--- src/rtl/ag_stage.sv ---
`default_nettype none
// ============================================================================
// ag_stage : address-generation stage with register scoreboard, store counter
//            and optional AG_PERF_CNT_EN dependency-stall counters.
// Rev 1.0
// ============================================================================
module ag_stage #(
  parameter int NREG   = 8,
  parameter int PEND_W = 2,
  parameter int ST_W   = 3
) (
  input  logic        clk,
  input  logic        rst_n,
  input  logic        ld_ag,
  input  logic        ag_vin,
  input  logic        de_re,
  input  logic        de_we,
  input  logic        de_rmsel,
  input  logic        ro_needed,
  input  logic        rm_needed,
  input  logic [1:0]  de_alusel,
  input  logic [2:0]  de_jmp,
  input  logic [7:0]  de_modrm,
  input  logic [15:0] de_sreg,
  input  logic [31:0] de_dval,
  input  logic [31:0] de_sval,
  input  logic [31:0] de_disp,
  output logic [2:0]  rf_ridx,
  input  logic [31:0] rf_rdata,
  input  logic        wb_v,
  input  logic        wb_rwe,
  input  logic [2:0]  wb_ridx,
  input  logic        st_done,
  output logic        reg_dep,
  output logic        mem_dep,
  output logic        ag_v,
  output logic        ag_re,
  output logic        ag_we,
  output logic        ag_rmsel,
  output logic [1:0]  ag_alusel,
  output logic [2:0]  ag_jmp,
  output logic [7:0]  ag_modrm,
  output logic [31:0] ag_dval,
  output logic [31:0] ag_sval,
  output logic [31:0] ag_addr,
  output logic [15:0] perf_regdep,
  output logic [15:0] perf_memdep
);

  localparam logic [PEND_W-1:0] c_pend_max = '1;
  localparam logic [ST_W-1:0]   c_st_max   = '1;

  logic              w_issue;
  logic              w_src_reg_v;
  logic              w_src_rm_v;
  logic              w_dst_v;
  logic              w_sb_inc;
  logic              w_sb_dec;
  logic              w_st_inc;
  logic              w_st_dec;
  logic [2:0]        w_reg_idx;
  logic [2:0]        w_rm_idx;
  logic [31:0]       w_addr;

  logic [PEND_W-1:0] pend_q [NREG];
  logic [PEND_W-1:0] pend_d [NREG];
  logic [ST_W-1:0]   st_cnt_q;
  logic [ST_W-1:0]   st_cnt_d;

  logic              ag_v_q;
  logic              ag_re_q;
  logic              ag_we_q;
  logic              ag_rmsel_q;
  logic [1:0]        ag_alusel_q;
  logic [2:0]        ag_jmp_q;
  logic [7:0]        ag_modrm_q;
  logic [31:0]       ag_dval_q;
  logic [31:0]       ag_sval_q;
  logic [31:0]       ag_addr_q;

  assign w_issue     = ld_ag & ag_vin;
  assign w_reg_idx   = de_modrm[5:3];
  assign w_rm_idx    = de_modrm[2:0];
  assign w_src_reg_v = ro_needed;
  assign w_src_rm_v  = rm_needed | de_rmsel;
  assign w_dst_v     = rm_needed & ~de_we & ~de_rmsel;
  assign rf_ridx     = w_rm_idx;

  // Segment base is the selector shifted left by four (real-mode style).
  assign w_addr = {12'h000, de_sreg, 4'h0} + rf_rdata + de_disp;

  // Stalls look only at decoded fields and current state, never at ld_ag/ag_vin.
  assign reg_dep = (w_src_reg_v & (pend_q[w_reg_idx] != '0))
                 | (w_src_rm_v  & (pend_q[w_rm_idx]  != '0))
                 | (w_dst_v     & (pend_q[w_rm_idx]  == c_pend_max));

  assign mem_dep = (de_re & (st_cnt_q != '0))
                 | (de_we & (st_cnt_q == c_st_max));

  assign w_sb_inc = w_issue & w_dst_v;
  assign w_sb_dec = wb_v & wb_rwe;
  assign w_st_inc = w_issue & de_we;
  assign w_st_dec = st_done;

  always_comb begin
    pend_d = pend_q;
    for (int i = 0; i < NREG; i++) begin
      if (w_sb_inc && (w_rm_idx == 3'(i)) && !(w_sb_dec && (wb_ridx == 3'(i)))) begin
        if (pend_q[i] != c_pend_max) begin
          pend_d[i] = pend_q[i] + 1'b1;
        end
      end else if (w_sb_dec && (wb_ridx == 3'(i)) && !(w_sb_inc && (w_rm_idx == 3'(i)))) begin
        if (pend_q[i] != '0) begin
          pend_d[i] = pend_q[i] - 1'b1;
        end
      end
    end
  end

  always_comb begin
    st_cnt_d = st_cnt_q;
    if (w_st_inc && !w_st_dec && (st_cnt_q != c_st_max)) begin
      st_cnt_d = st_cnt_q + 1'b1;
    end else if (w_st_dec && !w_st_inc && (st_cnt_q != '0)) begin
      st_cnt_d = st_cnt_q - 1'b1;
    end
  end

  always_ff @(posedge clk or negedge rst_n) begin
    if (!rst_n) begin
      for (int i = 0; i < NREG; i++) begin
        pend_q[i] <= '0;
      end
      st_cnt_q <= '0;
    end else begin
      pend_q   <= pend_d;
      st_cnt_q <= st_cnt_d;
    end
  end

  // A bubble clears only the valid; data fields keep the last issued op.
  always_ff @(posedge clk or negedge rst_n) begin
    if (!rst_n) begin
      ag_v_q      <= 1'b0;
      ag_re_q     <= 1'b0;
      ag_we_q     <= 1'b0;
      ag_rmsel_q  <= 1'b0;
      ag_alusel_q <= '0;
      ag_jmp_q    <= '0;
      ag_modrm_q  <= '0;
      ag_dval_q   <= '0;
      ag_sval_q   <= '0;
      ag_addr_q   <= '0;
    end else if (ld_ag) begin
      ag_v_q <= ag_vin;
      if (ag_vin) begin
        ag_re_q     <= de_re;
        ag_we_q     <= de_we;
        ag_rmsel_q  <= de_rmsel;
        ag_alusel_q <= de_alusel;
        ag_jmp_q    <= de_jmp;
        ag_modrm_q  <= de_modrm;
        ag_dval_q   <= de_dval;
        ag_sval_q   <= de_sval;
        ag_addr_q   <= w_addr;
      end
    end
  end

  assign ag_v      = ag_v_q;
  assign ag_re     = ag_re_q;
  assign ag_we     = ag_we_q;
  assign ag_rmsel  = ag_rmsel_q;
  assign ag_alusel = ag_alusel_q;
  assign ag_jmp    = ag_jmp_q;
  assign ag_modrm  = ag_modrm_q;
  assign ag_dval   = ag_dval_q;
  assign ag_sval   = ag_sval_q;
  assign ag_addr   = ag_addr_q;

`ifdef AG_PERF_CNT_EN
  logic [15:0] perf_reg_q;
  logic [15:0] perf_mem_q;

  always_ff @(posedge clk or negedge rst_n) begin
    if (!rst_n) begin
      perf_reg_q <= '0;
      perf_mem_q <= '0;
    end else begin
      if (reg_dep && (perf_reg_q != 16'hFFFF)) begin
        perf_reg_q <= perf_reg_q + 16'd1;
      end
      if (mem_dep && (perf_mem_q != 16'hFFFF)) begin
        perf_mem_q <= perf_mem_q + 16'd1;
      end
    end
  end

  assign perf_regdep = perf_reg_q;
  assign perf_memdep = perf_mem_q;
`else
  assign perf_regdep = 16'h0000;
  assign perf_memdep = 16'h0000;
`endif

endmodule
`default_nettype wire

--- config.mk ---
export PLATFORM = sky130hd
export DESIGN_NAME = ag_stage
export DESIGN_NICKNAME = d
export VERILOG_FILES = /design/src/rtl/ag_stage.sv
export SDC_FILE = /design/constraint.sdc
export NUM_CORES = 1
export LEC_CHECK = 0
export ABC_AREA = 1
export CORE_MARGIN = 1.5
export CORE_UTILIZATION = 45
export CTS_CLUSTER_DIAMETER = 120
export CTS_CLUSTER_SIZE = 14
export DETAILED_ROUTE_END_ITERATION = 6
export PLACE_DENSITY = 0.82
export SLEW_MARGIN = 30
export SYNTH_ARGS = -nofsm -noshare
export SYNTH_HDL_FRONTEND = slang
export SYNTH_SLANG_ARGS = --single-unit
--- constraint.sdc ---
create_clock -name clk -period 2.22 [get_ports clk]
set_clock_uncertainty 0.1 [all_clocks]
set_input_delay 0.222 -clock clk [delete_from_list [all_inputs] [get_ports clk]]
set_output_delay 0.222 -clock clk [all_outputs]
set_load 0.03 [all_outputs]
==> results by stage <==
Outcome:
- The flow ran to the end, but the final reports show violations.
- The checks that failed: setup timing.

Pwr:
- The peak supply drop is 0.530 mV.
- The clock power share is 0.274.
- The power per unit of standard cell area is ~780 mW/mm2.
- The combinational share of power is 0.432.
- Cell internal power was estimated by the tool at 6.33 mW.
- The switching part of the total power is 0.390.
- The analysis attributes to cell leakage a power of 6.98 nW.
- Of the total power, registers draw 0.295.
- The analysis attributes to net switching a power of between 4 and 5 mW.

Floorplanning:
- The total I/O pin count is 322.
- The core footprint is between 0.015 and 0.02 mm2.
- The standard-cell row count is 50.
- The die covers approximately 0.02 mm2.
- The die is roughly 140 um tall.
- The initial utilization of the core area, before any placement, comes to 0.457.
- The floorplan die width is roughly 140 um.

Critical path:
- The worst setup path is launched from an input pin.
- The start-to-end type of the worst setup path is in -> reg.
- The largest fanout of any net on the critical path is 4.
- The critical path launch point is rf_rdata[17].
- The startpoint of the lowest-slack register-to-register path is st_cnt_q[0]$_DFFE_PN0P_.
- Data arrives at the worst endpoint at roughly 2400 ps.
- The type of destination of the critical path is a register.
- The required time reported for the critical path endpoint is approximately 2400 ps.

Synth:
- For this run, the register share of the synthesized area comes to 0.387.
- In this run, distinct cell masters in the synthesized netlist total 34.
- The Yosys step of the flow raised 0 warnings.
- The synthesized design contains 0 enable-type register cells.
- Synthesis handed over a netlist of ~1200 instances.
- The cell area that synthesis handed to floorplanning was approximately 0.0085 mm2.
- The synthesized design contains between 100 and 150 register bits.
- Counting flops with an async set or reset pin after synthesis yields a share of 1.00.
- The average cell area after synthesis is just over 7 um2.
- For this run, the leading register cell type out of synthesis is sky130_fd_sc_hd__dfrtp_1.

Timing:
- The final count of negative-setup-slack endpoints is 1.
- Setup repair after global routing could not meet its margin everywhere.
- Subtracting the final worst setup slack from the clock period gives roughly 2200 ps.
- At the pin with the least slew margin, the transition time is around 760 ps.
- Dividing the final minimum period by the clock period gives 1.01.
- Across all hold checks on the routed design, the worst slack comes to 139 ps.
- After layout, the worst setup slack is -15.7 ps.
- Measured against its own limit, the worst slew margin works out to 0.491.
- The count of final hold-check violations is 0.
- The maximum clock rate is roughly 0.45 GHz.
- The number of slew-limit violations in the final report is 0.

Layout:
- The total inserted antenna cells is 0.
- For this run, the post-layout net count is roughly 1800.
- From synthesis to final layout, the design area changed by 55.9%.
- The utilization after layout is 0.713.
- The ratio of cells with drive above 1 in the final layout is 0.155.

Clock tree:
- The worst-skew pair later-pin latency is ~420 ps.
- After clock tree synthesis, the clock-pin slew on the worst setup and hold paths is roughly 60 ps.
- The clock drives roughly 130 sinks.
- The root buffer selected by CTS is sky130_fd_sc_hd__clkbuf_16.
- The maximum buffer depth of the clock tree is 2.
- TritonCTS built the clock tree.
- Buffers inserted during clock tree synthesis total 17.
- CTS built an H-tree with a depth of 4.

Run:
- Max-cap violations in this run came to 0.

Worst hold path:
- The worst hold path startpoint is de_modrm[0].
- The path type of the worst min-delay path is in -> reg.

Global routing:
- In the global route stage, overall resource usage came out at 0.270.
- The number of antenna violations at the first check in global routing is 0.
- For this run the aggregate overflow at the end of global routing stands at 0.
- The number of global-route vias before repair is about 8500.
- The pin count of the biggest net entering global routing is 75.
- The wire length of the first global-routing pass is 42000 um.

Route:
- The DRC violation count after routing is 0.
- The first TritonRoute pass finished after 5 iterations.
- In this run the remaining antenna-violating nets after routing total 0.
- Using the TritonRoute via totals, the vias-per-cell ratio works out to roughly 5.
- The routed layout has between 8000 and 9000 vias.
- After detailed routing, the total wire length is between 20000 and 30000 um.
- The first-iteration detailed-routing DRC count is between 500 and 600.
- The routed length per placed instance is about 16 um.

Placement:
- The placed wire-length estimate after detailed placement is 20300 um.
- The routability-driven placement congestion ratio is between 0.9 and 1.
- In this run the tool buffered the top-level ports with ~290 buffer cells.
final cells by class:
| class | count | area (um2) |
|---|---|---|
| clock inverter | 15 | 159 |
| multi-input combinational | 878 | 5040 |
| fill | 1411 | 5350 |
| inverter | 133 | 499 |
| clock buffer | 17 | 425 |
| sequential | 132 | 3300 |
| timing repair buffer | 365 | 3570 |
| tap | 234 | 293 |
routing by layer:
| layer | track usage | routed length (um) | share of wire |
|---|---|---|---|
| met1 | 0.324 | 11000 | 0.40 |
| met2 | 0.474 | 13900 | 0.50 |
| met3 | 0.0622 | 1940 | 0.070 |
| met4 | 0.0981 | 825 | 0.030 |
| met5 | 0 | 0 | 0 |
critical path: stages:
cell,delay [ps]
sky130_fd_sc_hd__clkdlybuf4s50_1,450
sky130_fd_sc_hd__fa_1,540
sky130_fd_sc_hd__ha_4,330
sky130_fd_sc_hd__nand2_2,90
sky130_fd_sc_hd__buf_4,150
sky130_fd_sc_hd__nor2_2,110
sky130_fd_sc_hd__nand2_1,90
sky130_fd_sc_hd__nor2_1,100
sky130_fd_sc_hd__nand2_1,90
sky130_fd_sc_hd__nand2_1,70
sky130_fd_sc_hd__nand2_1,60
sky130_fd_sc_hd__nand3_2,50
sky130_fd_sc_hd__nand2_1,70
power groups by stage:
stage	combinational (mW)	clock, mW	sequential (mW)
4_1_cts	4.11	2.87	3.05
2_1_floorplan	1.50	0	3.74
5_1_grt	4.80	3.00	3.09
3_5_place_dp	3.95	0	3.08
3_3_place_gp	3.88	0	3.07
6_report	4.48	2.84	3.06
per-stage QoR:
| stage | area, um2 | setup TNS, ps | setup slack, ps | cells | power, mW |
|---|---|---|---|---|---|
| after global placement | 12000 | -12620 | -551 | 1731 | 6.95 |
| after global routing | 13300 | -416 | -84.3 | 1774 | 10.9 |
| after floorplan | 8640 | 0 | 114 | 1203 | 5.24 |
| after CTS | 12800 | -0.144 | -0.144 | 1764 | 10.0 |
| final | 13300 | -15.7 | -15.7 | 1774 | 10.4 |
| after detailed placement | 12000 | -13090 | -577 | 1731 | 7.03 |
sequential cells by signal, indices dropped and copies added, names as in the netlist:
signal / cells
ag_addr: 32
ag_alusel: 2
ag_dval: 32
ag_jmp: 3
ag_modrm: 8
ag_re: 1
ag_rmsel: 1
ag_sval: 32
ag_v: 1
ag_we: 1
pend_q: 16
st_cnt_q: 3
synthesized netlist by cell type, types with 3 or more instances:
cell type / count / area (um2)
sky130_fd_sc_hd__o211ai_1: 3 / 22.5
sky130_fd_sc_hd__nand2_1: 524 / 1970
sky130_fd_sc_hd__buf_4: 35 / 263
sky130_fd_sc_hd__ha_1: 53 / 663
sky130_fd_sc_hd__o21ai_1: 5 / 25.0
sky130_fd_sc_hd__inv_2: 3 / 11.3
sky130_fd_sc_hd__clkbuf_1: 17 / 63.8
sky130_fd_sc_hd__xor2_1: 3 / 26.3
sky130_fd_sc_hd__nor3_1: 15 / 75.1
sky130_fd_sc_hd__nand4_1: 6 / 37.5
sky130_fd_sc_hd__nand3b_1: 5 / 37.5
sky130_fd_sc_hd__o21ai_0: 41 / 205
sky130_fd_sc_hd__o31ai_1: 6 / 45.0
sky130_fd_sc_hd__nor2_1: 56 / 210
sky130_fd_sc_hd__buf_2: 7 / 35.0
sky130_fd_sc_hd__inv_1: 130 / 488
sky130_fd_sc_hd__o21bai_1: 7 / 52.6
sky130_fd_sc_hd__a21oi_1: 31 / 155
sky130_fd_sc_hd__dfrtp_1: 132 / 3300
sky130_fd_sc_hd__xnor2_1: 15 / 131
sky130_fd_sc_hd__nand3_1: 47 / 235
sky130_fd_sc_hd__fa_1: 18 / 360
cells in the final DEF (no fill, tap or decap), types with 4 or more instances in the layout:
cell / count
sky130_fd_sc_hd__nand2_1: 471
sky130_fd_sc_hd__clkdlybuf4s50_1: 252
sky130_fd_sc_hd__dfrtp_1: 132
sky130_fd_sc_hd__inv_1: 118
sky130_fd_sc_hd__buf_4: 74
sky130_fd_sc_hd__nor2_1: 43
sky130_fd_sc_hd__nand2_2: 43
sky130_fd_sc_hd__o21ai_0: 41
sky130_fd_sc_hd__nand3_1: 36
sky130_fd_sc_hd__ha_1: 36
sky130_fd_sc_hd__dlymetal6s2s_1: 33
sky130_fd_sc_hd__conb_1: 32
sky130_fd_sc_hd__a21oi_1: 23
sky130_fd_sc_hd__clkbuf_16: 17
sky130_fd_sc_hd__ha_4: 16
sky130_fd_sc_hd__inv_2: 15
sky130_fd_sc_hd__xnor2_1: 15
sky130_fd_sc_hd__fa_1: 15
sky130_fd_sc_hd__nor3_1: 12
sky130_fd_sc_hd__nand2_4: 11
sky130_fd_sc_hd__nand3_2: 11
sky130_fd_sc_hd__a21oi_2: 8
sky130_fd_sc_hd__nor2_4: 7
sky130_fd_sc_hd__nor2_2: 7
sky130_fd_sc_hd__o21bai_1: 7
sky130_fd_sc_hd__nand4_1: 6
sky130_fd_sc_hd__o31ai_1: 6
sky130_fd_sc_hd__inv_6: 6
sky130_fd_sc_hd__nand3b_1: 5
sky130_fd_sc_hd__o21ai_1: 5
sky130_fd_sc_hd__inv_8: 4
final timing paths:
kind,cells past startpoint,end,slack [ps]
max in group asynchronous,3,ag_dval[31]$_DFFE_PN0P_,1250
worst max register to register,7,st_cnt_q[2]$_DFFE_PN0P_,360
worst min-delay path,3,ag_modrm[0]$_DFFE_PN0P_,140
worst max-delay path,13,ag_addr[28]$_DFFE_PN0P_,-20
min in group asynchronous,2,ag_dval[18]$_DFFE_PN0P_,160
worst min register to register,2,ag_dval[20]$_DFFE_PN0P_,380
timing repair:
action,in CTS,in global routing
buffers inserted,0,10
hold buffers,1,0
setup endpoints to repair,22,26
hold endpoints to repair,132,0
pin swaps,9,69
gates resized for setup,30,142
cells by family (layout without fill, tap and decap cells):
family / after synthesis / after routing / share of synthesized area
DFF: 132 / 132 / 0.387
other: 1 / 32 / 0.000440
xor gates and xnor gates: 18 / 18 / 0.0185
buffers and inverters: 193 / 530 / 0.102
muxes: 2 / 2 / 0.00308
and+or+nand+nor: 658 / 658 / 0.306
adders and majority gates: 71 / 71 / 0.120
AOI/OAI and AO/OA: 97 / 97 / 0.0627
Power figures use the tool's default switching activity.
